$ cat src/rtl/cpu_pkg.sv
// Shared CPU definitions: instruction width, opcode constants used by the
// fetch unit and the control unit, and the fetch sequencer state encoding.
package cpu_pkg;

  localparam int INSTR_W = 32;

  // Primary opcode field values (instr[31:26]).
  localparam logic [5:0] OP_RTYPE = 6'h00;
  localparam logic [5:0] OP_J     = 6'h02;
  localparam logic [5:0] OP_BEQ   = 6'h04;
  localparam logic [5:0] OP_ADDI  = 6'h08;
  localparam logic [5:0] OP_LW    = 6'h23;
  localparam logic [5:0] OP_SW    = 6'h2B;

  // Fetch sequencer states.
  typedef enum logic [1:0] {
    ST_FETCH = 2'd0,
    ST_WAIT  = 2'd1,
    ST_HOLD  = 2'd2
  } fetch_state_e;

  // Extract the primary opcode field from an instruction word.
  function automatic logic [5:0] opcode_of(input logic [INSTR_W-1:0] word);
    return word[31:26];
  endfunction

endpackage

$ cat src/rtl/next_pc_calc.sv
// Combinational next-PC selection for an accepted instruction:
// jump (region-relative word index) beats taken branch (PC-relative
// word offset), otherwise fall through to the next sequential word.
module next_pc_calc
  import cpu_pkg::*;
#(
  parameter int ADDR_W = 32
) (
  input  logic [ADDR_W-1:0]  instr_pc,
  input  logic [INSTR_W-1:0] instr,
  input  logic               branch,
  input  logic               jump,
  input  logic               alu_zero,
  output logic [ADDR_W-1:0]  next_pc
);

  // Upper address bits kept from pc4 on a jump; the low 28 bits come
  // from the instruction's 26-bit word index.
  localparam logic [ADDR_W-1:0] REGION_MASK = ~ADDR_W'(32'h0FFF_FFFF);

  logic [ADDR_W-1:0] pc4;
  logic [ADDR_W-1:0] jump_target;
  logic [ADDR_W-1:0] branch_offset;
  logic [ADDR_W-1:0] branch_target;
  logic [5:0]        unused_opcode;

  assign pc4           = instr_pc + ADDR_W'(4);
  assign jump_target   = (pc4 & REGION_MASK) | ADDR_W'({instr[25:0], 2'b00});
  // Sign-extend to 32 bits first, then truncate; wraps modulo 2^ADDR_W.
  assign branch_offset = ADDR_W'({{14{instr[15]}}, instr[15:0], 2'b00});
  assign branch_target = pc4 + branch_offset;
  assign unused_opcode = instr[31:26];

  // Priority select: jump, then taken branch, then sequential.
  always_comb begin
    // NOTE: default assignment first so every path drives next_pc and no latch is inferred.
    next_pc = pc4;
    if (jump) begin
      next_pc = jump_target;
    end else if (branch && alu_zero) begin
      next_pc = branch_target;
    end
  end

endmodule

$ cat src/rtl/fetch_unit.sv
// Instruction-fetch sequencer: owns the PC, issues single-outstanding word
// reads to instruction memory, holds each fetched instruction for decode
// under valid/ready, and selects the next PC from decode's branch/jump
// decision at accept time.
module fetch_unit
  import cpu_pkg::*;
#(
  parameter int                ADDR_W   = 32,
  parameter logic [ADDR_W-1:0] RESET_PC = '0
) (
  input  logic               clk,
  input  logic               arst_n,
  output logic               imem_req,
  output logic [ADDR_W-1:0]  imem_addr,
  input  logic               imem_rvalid,
  input  logic [INSTR_W-1:0] imem_rdata,
  output logic [INSTR_W-1:0] instr,
  output logic [5:0]         opcode,
  output logic [ADDR_W-1:0]  instr_pc,
  output logic               instr_valid,
  input  logic               instr_ready,
  input  logic               branch,
  input  logic               jump,
  input  logic               alu_zero,
  output logic [31:0]        retired,
  output logic               imem_err
);

  // Fetch addresses are always word aligned.
  localparam logic [ADDR_W-1:0] RESET_PC_ALIGNED = RESET_PC & ~ADDR_W'(3);

  fetch_state_e      state;
  logic [ADDR_W-1:0] pc;
  logic [ADDR_W-1:0] next_pc;

  next_pc_calc #(
    .ADDR_W (ADDR_W)
  ) u_next_pc_calc (
    .instr_pc (instr_pc),
    .instr    (instr),
    .branch   (branch),
    .jump     (jump),
    .alu_zero (alu_zero),
    .next_pc  (next_pc)
  );

  assign imem_addr = pc;
  assign opcode    = opcode_of(instr);

  // Fetch sequencer with registered handshake outputs. FETCH lasts one
  // request cycle; straight out of reset it first spends a cycle raising
  // imem_req. An accept re-enters FETCH with imem_req already set so the
  // new PC is requested in the very next cycle.
  always_ff @(posedge clk or negedge arst_n) begin
    if (!arst_n) begin
      state       <= ST_FETCH;
      pc          <= RESET_PC_ALIGNED;
      imem_req    <= 1'b0;
      instr       <= '0;
      instr_pc    <= '0;
      instr_valid <= 1'b0;
      retired     <= '0;
      imem_err    <= 1'b0;
    end else begin
      // NOTE: non-blocking assignments so every register samples pre-edge values.
      case (state)
        ST_FETCH: begin
          // Data cannot legally arrive in the request cycle; flag and drop it.
          if (imem_rvalid) begin
            imem_err <= 1'b1;
          end
          if (imem_req) begin
            imem_req <= 1'b0;
            state    <= ST_WAIT;
          end else begin
            imem_req <= 1'b1;
          end
        end

        ST_WAIT: begin
          if (imem_rvalid) begin
            instr       <= imem_rdata;
            instr_pc    <= pc;
            instr_valid <= 1'b1;
            state       <= ST_HOLD;
          end
        end

        ST_HOLD: begin
          // No read is outstanding here; stray data is flagged and dropped.
          if (imem_rvalid) begin
            imem_err <= 1'b1;
          end
          if (instr_ready) begin
            pc          <= next_pc;
            retired     <= retired + 32'd1;
            instr_valid <= 1'b0;
            imem_req    <= 1'b1;
            state       <= ST_FETCH;
          end
        end

        default: begin
          imem_req <= 1'b0;
          state    <= ST_FETCH;
        end
      endcase
    end
  end

endmodule

$ cat config.mk
export PLATFORM = sky130hd
export DESIGN_NAME = fetch_unit
export DESIGN_NICKNAME = d
export VERILOG_FILES = /design/src/rtl/cpu_pkg.sv /design/src/rtl/next_pc_calc.sv /design/src/rtl/fetch_unit.sv
export SDC_FILE = /design/constraint.sdc
export NUM_CORES = 1
export LEC_CHECK = 0
export BUFFER_PORTS_ARGS = -buffer_cell sky130_fd_sc_hd__buf_2
export CAP_MARGIN = 30
export CORE_MARGIN = 2
export CORE_UTILIZATION = 50
export DETAILED_ROUTE_END_ITERATION = 8
export PLACE_DENSITY = 0.77
export SYNTH_ARGS = -nofsm -noshare
export SYNTH_HDL_FRONTEND = slang
export SYNTH_SLANG_ARGS = --single-unit
$ cat constraint.sdc
create_clock -name clk -period 3.6 [get_ports clk]
set_input_delay 0.36 -clock clk [delete_from_list [all_inputs] [get_ports clk]]
set_output_delay 0.36 -clock clk [all_outputs]
set_load 0.01 [all_outputs]
==> impl_metrics.json <==
{
  "clockBufferDepth": 2,
  "clkLatencyLatePin_ps": 430,
  "powerDensity_mw_per_mm2": 1020,
  "track_usage": 0.268,
  "final_common_cell": "buf_2",
  "crit_path_end_kind": "flop",
  "drive_above_1_share": 0.360,
  "dp_cells": 1209,
  "ir_worst_vdd_mv": 0.510,
  "syn_area_per_cell_um2": 9.96,
  "path_class": "reg -> reg",
  "die_h_um": 130,
  "stdcell_count": 1248,
  "grt_pass1_wl_um": 35500,
  "status": "finished, violations left",
  "worstPathArrival_ps": 3920,
  "holdCritPathClass": "in -> async",
  "switching_share": 0.429,
  "syn-num-nets": 880,
  "dp_hpwl_um": 16100,
  "drv_slew": 0,
  "p_total_mw": 10.4,
  "violations": "negative hold slack, negative setup slack",
  "syn_to_final_growth_pct": 27.8,
  "vias": 7177,
  "postCtsHoldBufs": 0,
  "drt_iter0_markers": 613,
  "setup_slack_ps": -10.7,
  "io_pins": 176,
  "antenna_cells": 0,
  "period_share": 1.00,
  "post-synth-top-area-cell": "dfrtp_1",
  "grt_pass1_vias": 6831,
  "root_buffer": "clkbuf_16",
  "internal_power_mw": 5.94,
  "pwr-share-comb": 0.568,
  "fp.dieArea_mm2": 0.0170,
  "routedWlPerCell_um": 18.5,
  "placed_cell_area_mm2": 0.00932,
  "ys.flop_type": "dfrtp_1",
  "coreArea_mm2": 0.0158,
  "synth_area_leaders": "dfrtp_1 42%, mux2_2 9.0%, ha_1 5.9%, xnor2_1 5.5%, nand2_1 3.9%",
  "gp_congestion": 0.953,
  "startpoint_type": "flop",
  "required_ps": 3910,
  "overflow": 0,
  "layout_common_cells": "174 x buf_2, 133 x dfrtp_1, 84 x nand2_1",
  "drc": 0,
  "worst_hold_slack_ps": -24.5,
  "drt-total-wl_um": 23100,
  "max_cap_viol_count": 0,
  "synth.distinct_cells": 73,
  "synth_top_area_frac": 0.416,
  "start_util": 0.507,
  "h-tree-depth": 4,
  "p_clk_frac": 0.182,
  "fin_skew_ps": 7.71,
  "numPortBuffers": 175,
  "path_max_fanout": 7,
  "path_clk_slew_ps": 60,
  "first_pass_iters": 6,
  "max_freq_ghz": 0.277,
  "rsz0062_at_grt": "true",
  "ys_ff_latch": 133,
  "synth-edff-count": 0,
  "grt_max_degree": 85,
  "power_frac_seq": 0.250,
  "total_leakage_power_nw": 4.98,
  "num_rows": 46,
  "ant_nets": 0,
  "hold_violations": 23,
  "synthArstFlopShare": 1.00,
  "cts_tree": "done",
  "switching_power_mw": 4.46,
  "ys_seq_area_frac": 0.416,
  "die_w_um": 130,
  "synthCells": 802,
  "routed_via_density": 5.75,
  "final_cell_area_mm2": 0.0102,
  "setup_violations": 1,
  "tightest_slew_ps": 767,
  "cts.sinks": 133,
  "grt_antenna_before_repair": 0,
  "post-route-min-period_ps": 3610,
  "final_nets": 1097,
  "ys.warnings.count": 0,
  "relSlewSlack": 0.488,
  "cts_inserted_buffers": 17,
  "reg2reg_depth": 13,
  "netlist_area_mm2": 0.00799
}
[sequential cells by signal, indices dropped and copies added (netlist names)]
| signal | flops |
|---|---|
| retired | 32 |
| imem_req | 1 |
| imem_err | 1 |
| imem_addr | 32 |
| instr_valid | 1 |
| instr_pc | 32 |
| instr | 32 |
| state | 2 |
[power groups by stage]
stage	logic [mW]	clock network, mW	registers, mW
finish	5.90	1.89	2.60
global route	6.40	1.98	2.67
CTS	5.49	1.91	2.57
detailed placement	5.39	0	2.58
global placement	5.32	0	2.57
floorplan	3.44	0	2.77
[cell usage after synthesis (all sizes together) (5+ instances only)]
cell type and number:
dfrtp 133, nand3 25, nand4 17, a31oi 8
a21oi 44, clkbuf 26, or3 10, xnor2 50
xor2 26, and3 21, nor2 59, o21ai 44
o21bai 7, and2 8, ha 38, nand2 84
o31ai 5, mux2 64, o211ai 9, nand2b 6
nor3 7, and4 8, inv 17, mux2i 7
a21o 13, a211oi 8, buf 9
[repair_timing]
item / 4_1_cts / 5_1_grt
setup buffers: 1 / 6
pin swaps: 1 / 17
resized for setup: 4 / 31
endpoints found under the setup margin: 8 / 13
[cell families (layout without fill, tap and decap cells)]
group | Yosys count | in the layout | synth area share
buf+inv | 53 | 283 | 0.0348
fa+ha+maj | 39 | 39 | 0.0620
simple gates | 259 | 259 | 0.161
compound gates | 171 | 171 | 0.144
xor+xnor | 76 | 76 | 0.0833
flops | 133 | 133 | 0.416
mux | 71 | 71 | 0.0990
[worst max-delay path: stages, from the launching register on]
cell	delay, ps
dfrtp_1	360
and3_4	190
nand4_1	260
buf_4	260
xnor2_2	250
ha_4	280
a21o_1	190
a221o_1	340
a21o_1	190
a32o_2	300
a31o_1	260
xnor2_1	190
a21oi_1	90
a221o_1	320
[final cells by class]
cell class              instances  area (um2)
fillers                      1245        5550
multi-input cells             616        4580
flip-flops and latches        133        3330
repair buffers                234        1330
clock buffers                  22         474
well taps                     216         270
clock inverters                10         170
inverters                      17        63.8
[routing by layer]
layer / global-route usage / vias up / part of all wire
li1: - / 3323 / -
met1: 0.369 / 3493 / 0.44
met2: 0.424 / 304 / 0.47
met3: 0.0493 / 57 / 0.062
met4: 0.105 / 0 / 0.028
met5: 0 / - / 0
[path summary, 6_finish.rpt]
path / from / endpoint / slack (ps)
worst max-delay path: instr_pc[6]$_DFFE_PN0P_ / imem_addr[22]$_DFFE_PN0P_ / -10
worst min-delay path: arst_n / instr[7]$_DFFE_PN0P_ / -20
worst max register to register: instr_pc[6]$_DFFE_PN0P_ / imem_addr[22]$_DFFE_PN0P_ / -10
worst min register to register: imem_err$_DFFE_PN0P_ / imem_err$_DFFE_PN0P_ / 460
max in group asynchronous: arst_n / imem_addr[25]$_DFFE_PN0P_ / 2750
min in group clk: imem_rdata[5] / instr[5]$_DFFE_PN0P_ / 160
[stage by stage]
step,setup TNS [ps],util,setup WS (ps)
4_1_cts,0,0.634,12.3
2_1_floorplan,0,-,92.9
6_report,-10.7,0.648,-10.7
3_5_place_dp,-525,0.591,-136
3_3_place_gp,-168,0.591,-82.3
5_1_grt,-487,0.648,-74.9
Note: power is estimated with default switching activity, not from simulation.
